### src/rtl/sap_control_sequencer.sv
// sap_control_sequencer: six-state ring-counter controller that decodes the IR opcode into per-T-state control words.
module sap_control_sequencer #(
    parameter int NUM_T    = 6,
    parameter int OPCODE_W = 4
) (
    input  logic                clk,
    input  logic                rst,
    input  logic                run,
    input  logic [OPCODE_W-1:0] opcode,
    output logic [NUM_T-1:0]    t_state,
    output logic                clr_n,
    output logic                cp,
    output logic                ep,
    output logic                lp,
    output logic                lm,
    output logic                ce,
    output logic                li,
    output logic                ei,
    output logic                la,
    output logic                ea,
    output logic                lb,
    output logic                su,
    output logic                eu,
    output logic                lo,
    output logic                halted
);

    typedef enum logic [5:0] {
        T1 = 6'b000001,
        T2 = 6'b000010,
        T3 = 6'b000100,
        T4 = 6'b001000,
        T5 = 6'b010000,
        T6 = 6'b100000
    } t_state_e;

    localparam logic [OPCODE_W-1:0] OP_LDA = 4'b0000;
    localparam logic [OPCODE_W-1:0] OP_ADD = 4'b0001;
    localparam logic [OPCODE_W-1:0] OP_SUB = 4'b0010;
    localparam logic [OPCODE_W-1:0] OP_JMP = 4'b0011;
    localparam logic [OPCODE_W-1:0] OP_OUT = 4'b1110;
    localparam logic [OPCODE_W-1:0] OP_HLT = 4'b1111;

    t_state_e state_q, state_d;
    logic     halted_q, halted_d;
    logic     clr_n_q;

    // State register; clr_n is held low only for the cycles rst is seen.
    always_ff @(posedge clk) begin
        if (rst) begin
            state_q  <= T1;
            halted_q <= 1'b0;
            clr_n_q  <= 1'b0;
        end else begin
            state_q  <= state_d;
            halted_q <= halted_d;
            clr_n_q  <= 1'b1;
        end
    end

    // Advance the ring while running; a HLT in T4 freezes the ring at T4 instead of advancing.
    always_comb begin
        state_d  = state_q;
        halted_d = halted_q;
        if (run && !halted_q) begin
            if (state_q == T4 && opcode == OP_HLT)
                halted_d = 1'b1;
            else
                state_d = t_state_e'({state_q[4:0], state_q[5]});
        end
    end

    logic en, t1, t2, t3, t4, t5, t6;
    logic is_lda, is_add, is_sub, is_jmp, is_out, mem_op;

    assign en     = run && !halted_q && !rst;
    assign {t6, t5, t4, t3, t2, t1} = state_q;
    assign is_lda = opcode == OP_LDA;
    assign is_add = opcode == OP_ADD;
    assign is_sub = opcode == OP_SUB;
    assign is_jmp = opcode == OP_JMP;
    assign is_out = opcode == OP_OUT;
    assign mem_op = is_lda || is_add || is_sub;

    assign t_state = state_q;
    assign halted  = halted_q;
    assign clr_n   = clr_n_q;
    assign ep      = en && t1;
    assign lm      = en && (t1 || (t4 && mem_op));
    assign cp      = en && t2;
    assign ce      = en && (t3 || (t5 && mem_op));
    assign li      = en && t3;
    assign ei      = en && t4 && (mem_op || is_jmp);
    assign lp      = en && t4 && is_jmp;
    assign ea      = en && t4 && is_out;
    assign lo      = en && t4 && is_out;
    assign la      = en && ((t5 && is_lda) || (t6 && (is_add || is_sub)));
    assign lb      = en && t5 && (is_add || is_sub);
    assign eu      = en && t6 && (is_add || is_sub);
    assign su      = en && t6 && is_sub;

endmodule

### config.mk
export PLATFORM = sky130hd
export DESIGN_NAME = sap_control_sequencer
export DESIGN_NICKNAME = d
export VERILOG_FILES = /design/src/rtl/sap_control_sequencer.sv
export SDC_FILE = /design/constraint.sdc
export NUM_CORES = 1
export LEC_CHECK = 0
export ABC_AREA = 1
export CAP_MARGIN = 15
export CORE_UTILIZATION = 35
export DETAILED_ROUTE_END_ITERATION = 8
export PLACE_DENSITY = 0.73
export SKIP_CTS_REPAIR_TIMING = 1
export SLEW_MARGIN = 20
export SYNTH_ARGS = -nofsm -noshare
export SYNTH_HDL_FRONTEND = slang
export SYNTH_SLANG_ARGS = --single-unit
### constraint.sdc
create_clock -name clk -period 1.4 [get_ports clk]
set_input_delay 0.21 -clock clk [delete_from_list [all_inputs] [get_ports clk]]
set_output_delay 0.21 -clock clk [all_outputs]
set_load 0.02 [all_outputs]
==> results of run 1 <==
## final cells by class
cell class	count	area (µm²)	area share (%)
multi-input combinational	51	364	35.3
sequential	8	163	15.8
timing repair buffer	44	415	40.2
inverter	12	50.0	4.85
clock buffer	3	22.5	2.18
tap	14	17.5	1.70
## cell families after synthesis
kind of cell | count (synthesis) | share of synthesized area (%)
AOI/OAI and AO/OA | 9 | 10.2
buffers and inverters | 13 | 11.0
muxes | 1 | 2.09
DFF | 8 | 33.4
and+or+nand+nor | 41 | 43.3
## Yosys cell counts
cell,instances
o21ai_0,2
nand2_2,3
nor2_4,1
nand2_1,11
nand3_1,5
nand4_1,1
inv_2,2
nor2_1,12
nor3_1,1
buf_4,1
o22ai_1,3
dfxtp_1,8
nor2_2,3
nor4_1,2
a21oi_1,4
mux2i_1,1
inv_1,10
nand3_4,1
or2_1,1
## cells in the final DEF, fill, tap and decap left out, drive strengths merged
master	synthesis	layout
a21oi	4	4
buf	1	29
clkbuf	0	4
clkdlybuf4s50	0	1
dfxtp	8	8
dlymetal6s2s	0	13
inv	12	12
mux2i	1	1
nand2	14	14
nand3	6	6
nand4	1	1
nor2	16	16
nor3	1	1
nor4	2	2
o21ai	2	2
o22ai	3	3
or2	1	1
## power groups by stage
stage / registers (W) / clock network [W] / logic (W)
floorplan: 0.000274 / 0 / 0.0000722
global route: 0.000252 / 0.000193 / 0.000256
finish: 0.000250 / 0.000179 / 0.000242
detailed placement: 0.000254 / 0 / 0.000205
CTS: 0.000250 / 0.000181 / 0.000207
global placement: 0.000253 / 0 / 0.000203
## path summary, 6_finish.rpt
kind         startpoint  slack (ns)         end  cells past startpoint
max              halted       -0.25          su                      6
min                 run        0.33      halted                      3
max reg2reg  t_state[0]        0.15  t_state[3]                      7
min reg2reg      halted        0.50      halted                      2
## state kept, by name, summed over array words and instances (netlist names)
signal	cells
t_state	6
halted	1
clr_n	1
## critical path: stages, from the launching register on
cell	delay [ns]
dfxtp_2	0.32
inv_2	0.07
nand2_4	0.08
nor2_4	0.17
nand2_2	0.11
nor4_2	0.22
buf_4	0.21
## layer usage
metal	share of wire, %	up-vias	global-route usage, %
met5	0	-	0
met4	2.4	0	0
met3	5.0	6	12.1
met2	52	30	31.3
met1	41	322	31.1
li1	-	325	-
## through the flow
step           std cells  power [W]  worst slack (ns)
4_1_cts              129   0.000637            -0.706
2_1_floorplan         72   0.000346           -0.0930
5_1_grt              132   0.000700            -0.284
6_report             132   0.000671            -0.255
3_5_place_dp         126   0.000460            -0.694
3_3_place_gp         126   0.000457            -0.698
==> results.json, run 1 <==
{
  "wl_per_cell_um": 15.9,
  "drt-vias-per-instance": 5.17,
  "die_height_um": 39,
  "root_buffer": "clkbuf_4",
  "syn-cell-area_um2": 479,
  "switching_share_pct": 33.3,
  "grt_pass1_wl_um": 2170,
  "rsz0062_at_grt": "true",
  "cp-start-kind": "register",
  "ir_drop_mv": 0.573,
  "yosys.area.top_type": "dfxtp_1",
  "start_util_pct": 40.4,
  "tns_ns": -1.24,
  "layout-drive-gt1-share_pct": 51.7,
  "grt_overflow": 0,
  "synth_seq_cells": 8,
  "status": "complete, but fails checks",
  "hold_viol_final": 0,
  "drtIter0Drc": 34,
  "io_buffers": 27,
  "drc": 0,
  "dr.pass1.iters": 4,
  "critPathCaptureType": "output pin",
  "p_int_w": 0.000448,
  "postSynthAreaPerCell_um2": 6.66,
  "routed_wl_um": 2100,
  "maxCapViolCount": 0,
  "synth_seq_area_share_pct": 33.4,
  "fp.coreArea_um2": 1190,
  "cts_tree": "done",
  "ant_nets": 0,
  "whs_ns": 0.331,
  "fin_crit_sh_pct": 118,
  "leakagePower_nw": 0.598,
  "final.setup_skew_ns": 0.00739,
  "hp-class": "in2reg",
  "setup_viol": 11,
  "p_clk_share_pct": 26.7,
  "criticalPathCategory": "reg2out",
  "synth_cells": 72,
  "yosys_warnings": 0,
  "violations": "setup timing",
  "grtUsageTotal_pct": 22.2,
  "diodes": 0,
  "cts_inserted_buffers": 3,
  "clkLatencyLatePin_ns": 0.26,
  "grt_max_degree": 8,
  "nFillCells": 63,
  "syn_nets": 79,
  "dp_hpwl_um": 1240,
  "antenna_found_initial": 0,
  "pin_count": 28,
  "slew_viol_final": 0,
  "rows": 12,
  "cts.sinks": 8,
  "htree_num_levels": 1,
  "power_frac_comb_pct": 36.0,
  "die_x_um": 39,
  "routabilityCongestion": 0.865,
  "worst_slack_ns": -0.255,
  "powerDensity_nw_per_um2": 650,
  "slew_headroom_pct": 79.0,
  "clk_path_buf_depth": 2,
  "cp.arrival_ns": 1.44,
  "synth_top_area_share_pct": 33.4,
  "syn_to_final_growth_pct": 115,
  "ys_top_cells_by_area": "dfxtp_1 (33%), nor2_1 (9.4%), nand2_1 (8.6%)",
  "seqPwrFrac_pct": 37.3,
  "post-route-cell-area_um2": 1030,
  "place_area_um2": 886,
  "fin_util_pct": 87.0,
  "fin_nets": 127,
  "worst_pin_slew_ns": 0.314,
  "max_freq_ghz": 0.604,
  "fin_crit_ns": 1.65,
  "first_global_vias": 493,
  "switchingPower_w": 0.000223,
  "worst-path-max-fanout": 4,
  "die_area_um2": 1520,
  "critical_path_required_ns": 1.19,
  "yosysUniqueCellTypes": 19,
  "clk_pin_slew_ns": 0.06,
  "vias": 683
}
No activity file was read; power rests on OpenSTA's default activity.
==> run 2, diff against run 1 <==
Clock period 1.4 ns to 1.65 ns, I/O delays scaled along.
==> results.json, run 2 (synthesis results as in run 1) <==
{
  "dp_hpwl_um": 1060,
  "routabilityCongestion": 0.764,
  "status": "completed",
  "pre_cts_slack_ns": -0.560,
  "clkLatencyLatePin_ns": 0.25,
  "die_height_um": 39,
  "drt-vias-per-instance": 4.94,
  "cts.sinks": 8,
  "ant_nets": 0,
  "pin_count": 28,
  "root_buffer": "clkbuf_4",
  "max_freq_ghz": 0.623,
  "maxCapViolCount": 0,
  "multi_input_area_um2": 305,
  "fp.coreArea_um2": 1190,
  "slew_headroom_pct": 82.3,
  "worst_pin_slew_ns": 0.265,
  "r2r_cells": 5,
  "die_x_um": 39,
  "dr.pass1.iters": 4,
  "critPathCaptureType": "output pin",
  "hold_path.startpoint": "run",
  "powerDensity_nw_per_um2": 583,
  "worst-path-max-fanout": 4,
  "grtUsageTotal_pct": 21.1,
  "final_common_cell": "buf_4",
  "io_buffers": 27,
  "drc": 0,
  "layout-drive-gt1-share_pct": 35.4,
  "slew_viol_final": 0,
  "layout_common_cells": "buf_4 (17), nor2_1 (11), dlymetal6s2s_1 (10), inv_1 (9), nand2_1 (9)",
  "clk_path_buf_depth": 2,
  "cts_tree": "done",
  "criticalPathCategory": "reg2out",
  "grt_max_degree": 8,
  "tns_ns": 0,
  "diodes": 0,
  "fin_crit_sh_pct": 97.2,
  "cts_inserted_buffers": 3,
  "antenna_found_initial": 0,
  "first_global_vias": 525,
  "ir_drop_mv": 0.369,
  "drtIter0Drc": 20,
  "final.setup_skew_ns": 0.00322,
  "vias": 627,
  "nFillCells": 93,
  "htree_num_levels": 1,
  "grt_overflow": 0,
  "grt_pass1_wl_um": 2110,
  "regArea_um2": 160,
  "die_area_um2": 1520,
  "critical_path_required_ns": 1.40,
  "clk_pin_slew_ns": 0.05,
  "whs_path_depth": 3,
  "setup_viol": 0,
  "rows": 12,
  "leakagePower_nw": 0.512,
  "routed_wl_um": 1470,
  "hold_viol_final": 0,
  "hp-class": "in2reg",
  "syn_to_final_growth_pct": 88.5,
  "start_util_pct": 40.4,
  "cp.arrival_ns": 1.36,
  "wl_per_cell_um": 11.5,
  "fin_crit_ns": 1.60,
  "fin_nets": 122,
  "cp-start-kind": "register",
  "r2r_end": "t_state[1]",
  "worst_slack_ns": 0.0459,
  "worstHoldEndpoint": "halted",
  "reg2reg_from": "t_state[4]",
  "r2r_slack_ns": 0.49,
  "largest_reg_flops": 6
}
## run 2: cell count changes in the layout (fill, tap and decap cells not counted), sizes merged
cell | previous run | this run
buf | 29 | 18
clkbuf | 4 | 6
clkdlybuf4s50 | 1 | 8
dlymetal6s2s | 13 | 10
## run 2: how the worst max path moves through the flow
stage / start / endpoint / slack [ns]
2_1_floorplan: halted / su / 0.01
3_3_place_gp: run / su / -0.52
3_5_place_dp: run / su / -0.56
4_1_cts: run / su / -0.57
5_1_grt: halted / su / -0.02
6_report: halted / su / 0.05
## run 2: metal layers
layer	up-vias	track usage, %	wire length [µm]
li1	311	-	-
met4	0	12.9	11
met3	2	5.20	107
met5	-	0	0
met1	285	24.0	631
met2	29	35.0	715
## run 2: worst max-delay path, cell delays in order, from the launching register on
cell     delay, ns
dfxtp_1       0.31
inv_2         0.07
nand2_4       0.07
nor2_4        0.15
nand2_2       0.09
nor4_2        0.23
buf_4         0.18
## run 2: cell type report
class | count | area share, %
repair buffers | 39 | 39.1
well taps | 14 | 1.94
inverters | 12 | 4.99
multi-input cells | 51 | 33.8
flip-flops and latches | 8 | 17.7
clock buffers | 3 | 2.49
## run 2: per-stage QoR
step                hold slack (ns)  utilization (%)  cells  instance area (µm²)  total power (W)
detailed placement            0.489             72.3    123                  857         0.000379
global placement              0.472             72.3    123                  857         0.000377
global route                  0.368             76.2    127                  903         0.000556
finish                        0.358             76.2    127                  903         0.000526
floorplan                     0.317                -     72                  494         0.000293
CTS                           0.497             74.2    126                  880         0.000531
## run 2: power by group
part / switching [W] / internal (W)
combinational: 0.0000900 / 0.0000768
clock: 0.0000634 / 0.0000830
sequential: 0.00000758 / 0.000205
==> run 3, diff against run 2 <==
==> constraint.sdc (replaced) <==
create_clock -name clk -period 1.65 [get_ports clk]
set_input_delay 0.495 -clock clk [delete_from_list [all_inputs] [get_ports clk]]
set_output_delay 0.495 -clock clk [all_outputs]
set_load 0.02 [all_outputs]
==> results.json, run 3 (synthesis results as in run 1) <==
{
  "fin_crit_ns": 1.87,
  "grt_pass1_wl_um": 2480,
  "cts.sinks": 8,
  "place_area_um2": 962,
  "post-route-cell-area_um2": 1070,
  "fp.coreArea_um2": 1190,
  "first_global_vias": 542,
  "dp_hpwl_um": 1280,
  "dr.pass1.iters": 4,
  "die_height_um": 39,
  "powerDensity_nw_per_um2": 534,
  "maxCapViolCount": 0,
  "rsz0062_at_grt": "true",
  "clk_pin_slew_ns": 0.05,
  "setup_viol": 13,
  "syn_to_final_growth_pct": 123,
  "reg2reg_from": "t_state[0]",
  "worst_slack_ns": -0.221,
  "routed_wl_um": 1950,
  "grt_overflow": 0,
  "antenna_found_initial": 0,
  "pre_cts_slack_ns": -1.10,
  "clk_path_buf_depth": 2,
  "io_buffers": 27,
  "status": "complete, but fails checks",
  "cp-start-kind": "primary input",
  "clkLatencyLatePin_ns": 0.25,
  "cts_tree": "done",
  "routabilityCongestion": 0.858,
  "hold_path.startpoint": "halted",
  "path_cells": "clkbuf_2, nand2_8, nor2_4, nand2_2, nor4_2, buf_4",
  "criticalPathCategory": "in2out",
  "critPathCaptureType": "output pin",
  "slew_viol_final": 0,
  "slew_headroom_pct": 83.3,
  "whs_path_depth": 2,
  "cts_inserted_buffers": 3,
  "crit_slowest_cell": "buf_4",
  "worst_pin_slew_ns": 0.250,
  "fin_nets": 127,
  "worst-path-max-fanout": 4,
  "largest_reg_flops": 6,
  "layout-drive-gt1-share_pct": 62.7,
  "grt_max_degree": 8,
  "rows": 12,
  "multi_input_area_um2": 415,
  "cpPeakStageDelay_ns": 0.19,
  "tns_ns": -1.33,
  "ir_drop_mv": 0.563,
  "final_common_cell": "buf_4",
  "drtIter0Drc": 17,
  "hold_viol_final": 0,
  "final.setup_skew_ns": 0.00475,
  "drc": 0,
  "pin_count": 28,
  "fin_util_pct": 90.3,
  "r2r_slack_ns": 0.38,
  "cp.arrival_ns": 1.38,
  "worstHoldEndpoint": "halted",
  "grtUsageTotal_pct": 24.2,
  "violations": "setup timing",
  "nFillCells": 56,
  "ant_nets": 0,
  "hp-class": "reg2reg",
  "r2r_cells": 6,
  "die_area_um2": 1520,
  "wl_per_cell_um": 14.8,
  "r2r_end": "t_state[1]",
  "leakagePower_nw": 0.567,
  "max_freq_ghz": 0.534,
  "root_buffer": "clkbuf_4",
  "whs_ns": 0.504,
  "fin_crit_sh_pct": 113,
  "die_x_um": 39,
  "regArea_um2": 163,
  "diodes": 0,
  "critical_path_required_ns": 1.15,
  "layout_common_cells": "buf_4 (21), buf_6 (10), nor2_4 (9), dlymetal6s2s_1 (8), nand2_1 (7)",
  "vias": 685,
  "htree_num_levels": 1,
  "drt-vias-per-instance": 5.19,
  "start_util_pct": 40.4
}
[run 3: changes by cell type in the layout (fill, tap and decap cells not counted), sizes merged]
| cell | previous run | this run |
|---|---|---|
| buf | 18 | 32 |
| clkbuf | 6 | 7 |
| clkdlybuf4s50 | 8 | 0 |
| dlymetal6s2s | 10 | 8 |
[run 3: final cells by class]
class / count / area share, %
multi-input cells: 51 / 38.8
repair buffers: 44 / 36.9
flip-flops and latches: 8 / 15.2
inverters: 12 / 5.37
clock buffers: 3 / 2.10
well taps: 14 / 1.64
[run 3: critical path, delay by kind of cell]
kind,cells,cell delay [ns]
buffers and inverters,2,0.34
and+or+nand+nor,4,0.54
[run 3: routing by layer]
metal | part of all wire [%] | global-route usage [%]
met2 | 54 | 38.8
met3 | 4.4 | 8.67
met5 | 0 | 0
met1 | 41 | 32.9
met4 | 0.87 | 0
[run 3: through the flow]
stage | cells | power, W
floorplan | 72 | 0.000305
CTS | 131 | 0.000552
global route | 132 | 0.000595
global placement | 128 | 0.000401
detailed placement | 128 | 0.000404
finish | 132 | 0.000572
[run 3: worst max-delay path by stage]
stage	startpoint	to	slack (ns)
3_3_place_gp	run	la	-1.07
6_report	run	su	-0.22
3_5_place_dp	run	la	-1.10
4_1_cts	run	la	-1.11
2_1_floorplan	rst	lo	-0.14
5_1_grt	halted	su	-0.27
[run 3: power breakdown]
group          leakage [nW]  switching [W]  internal (W)
combinational         0.486       0.000120     0.0000917
clock                0.0138      0.0000638     0.0000830
sequential           0.0670     0.00000758      0.000206
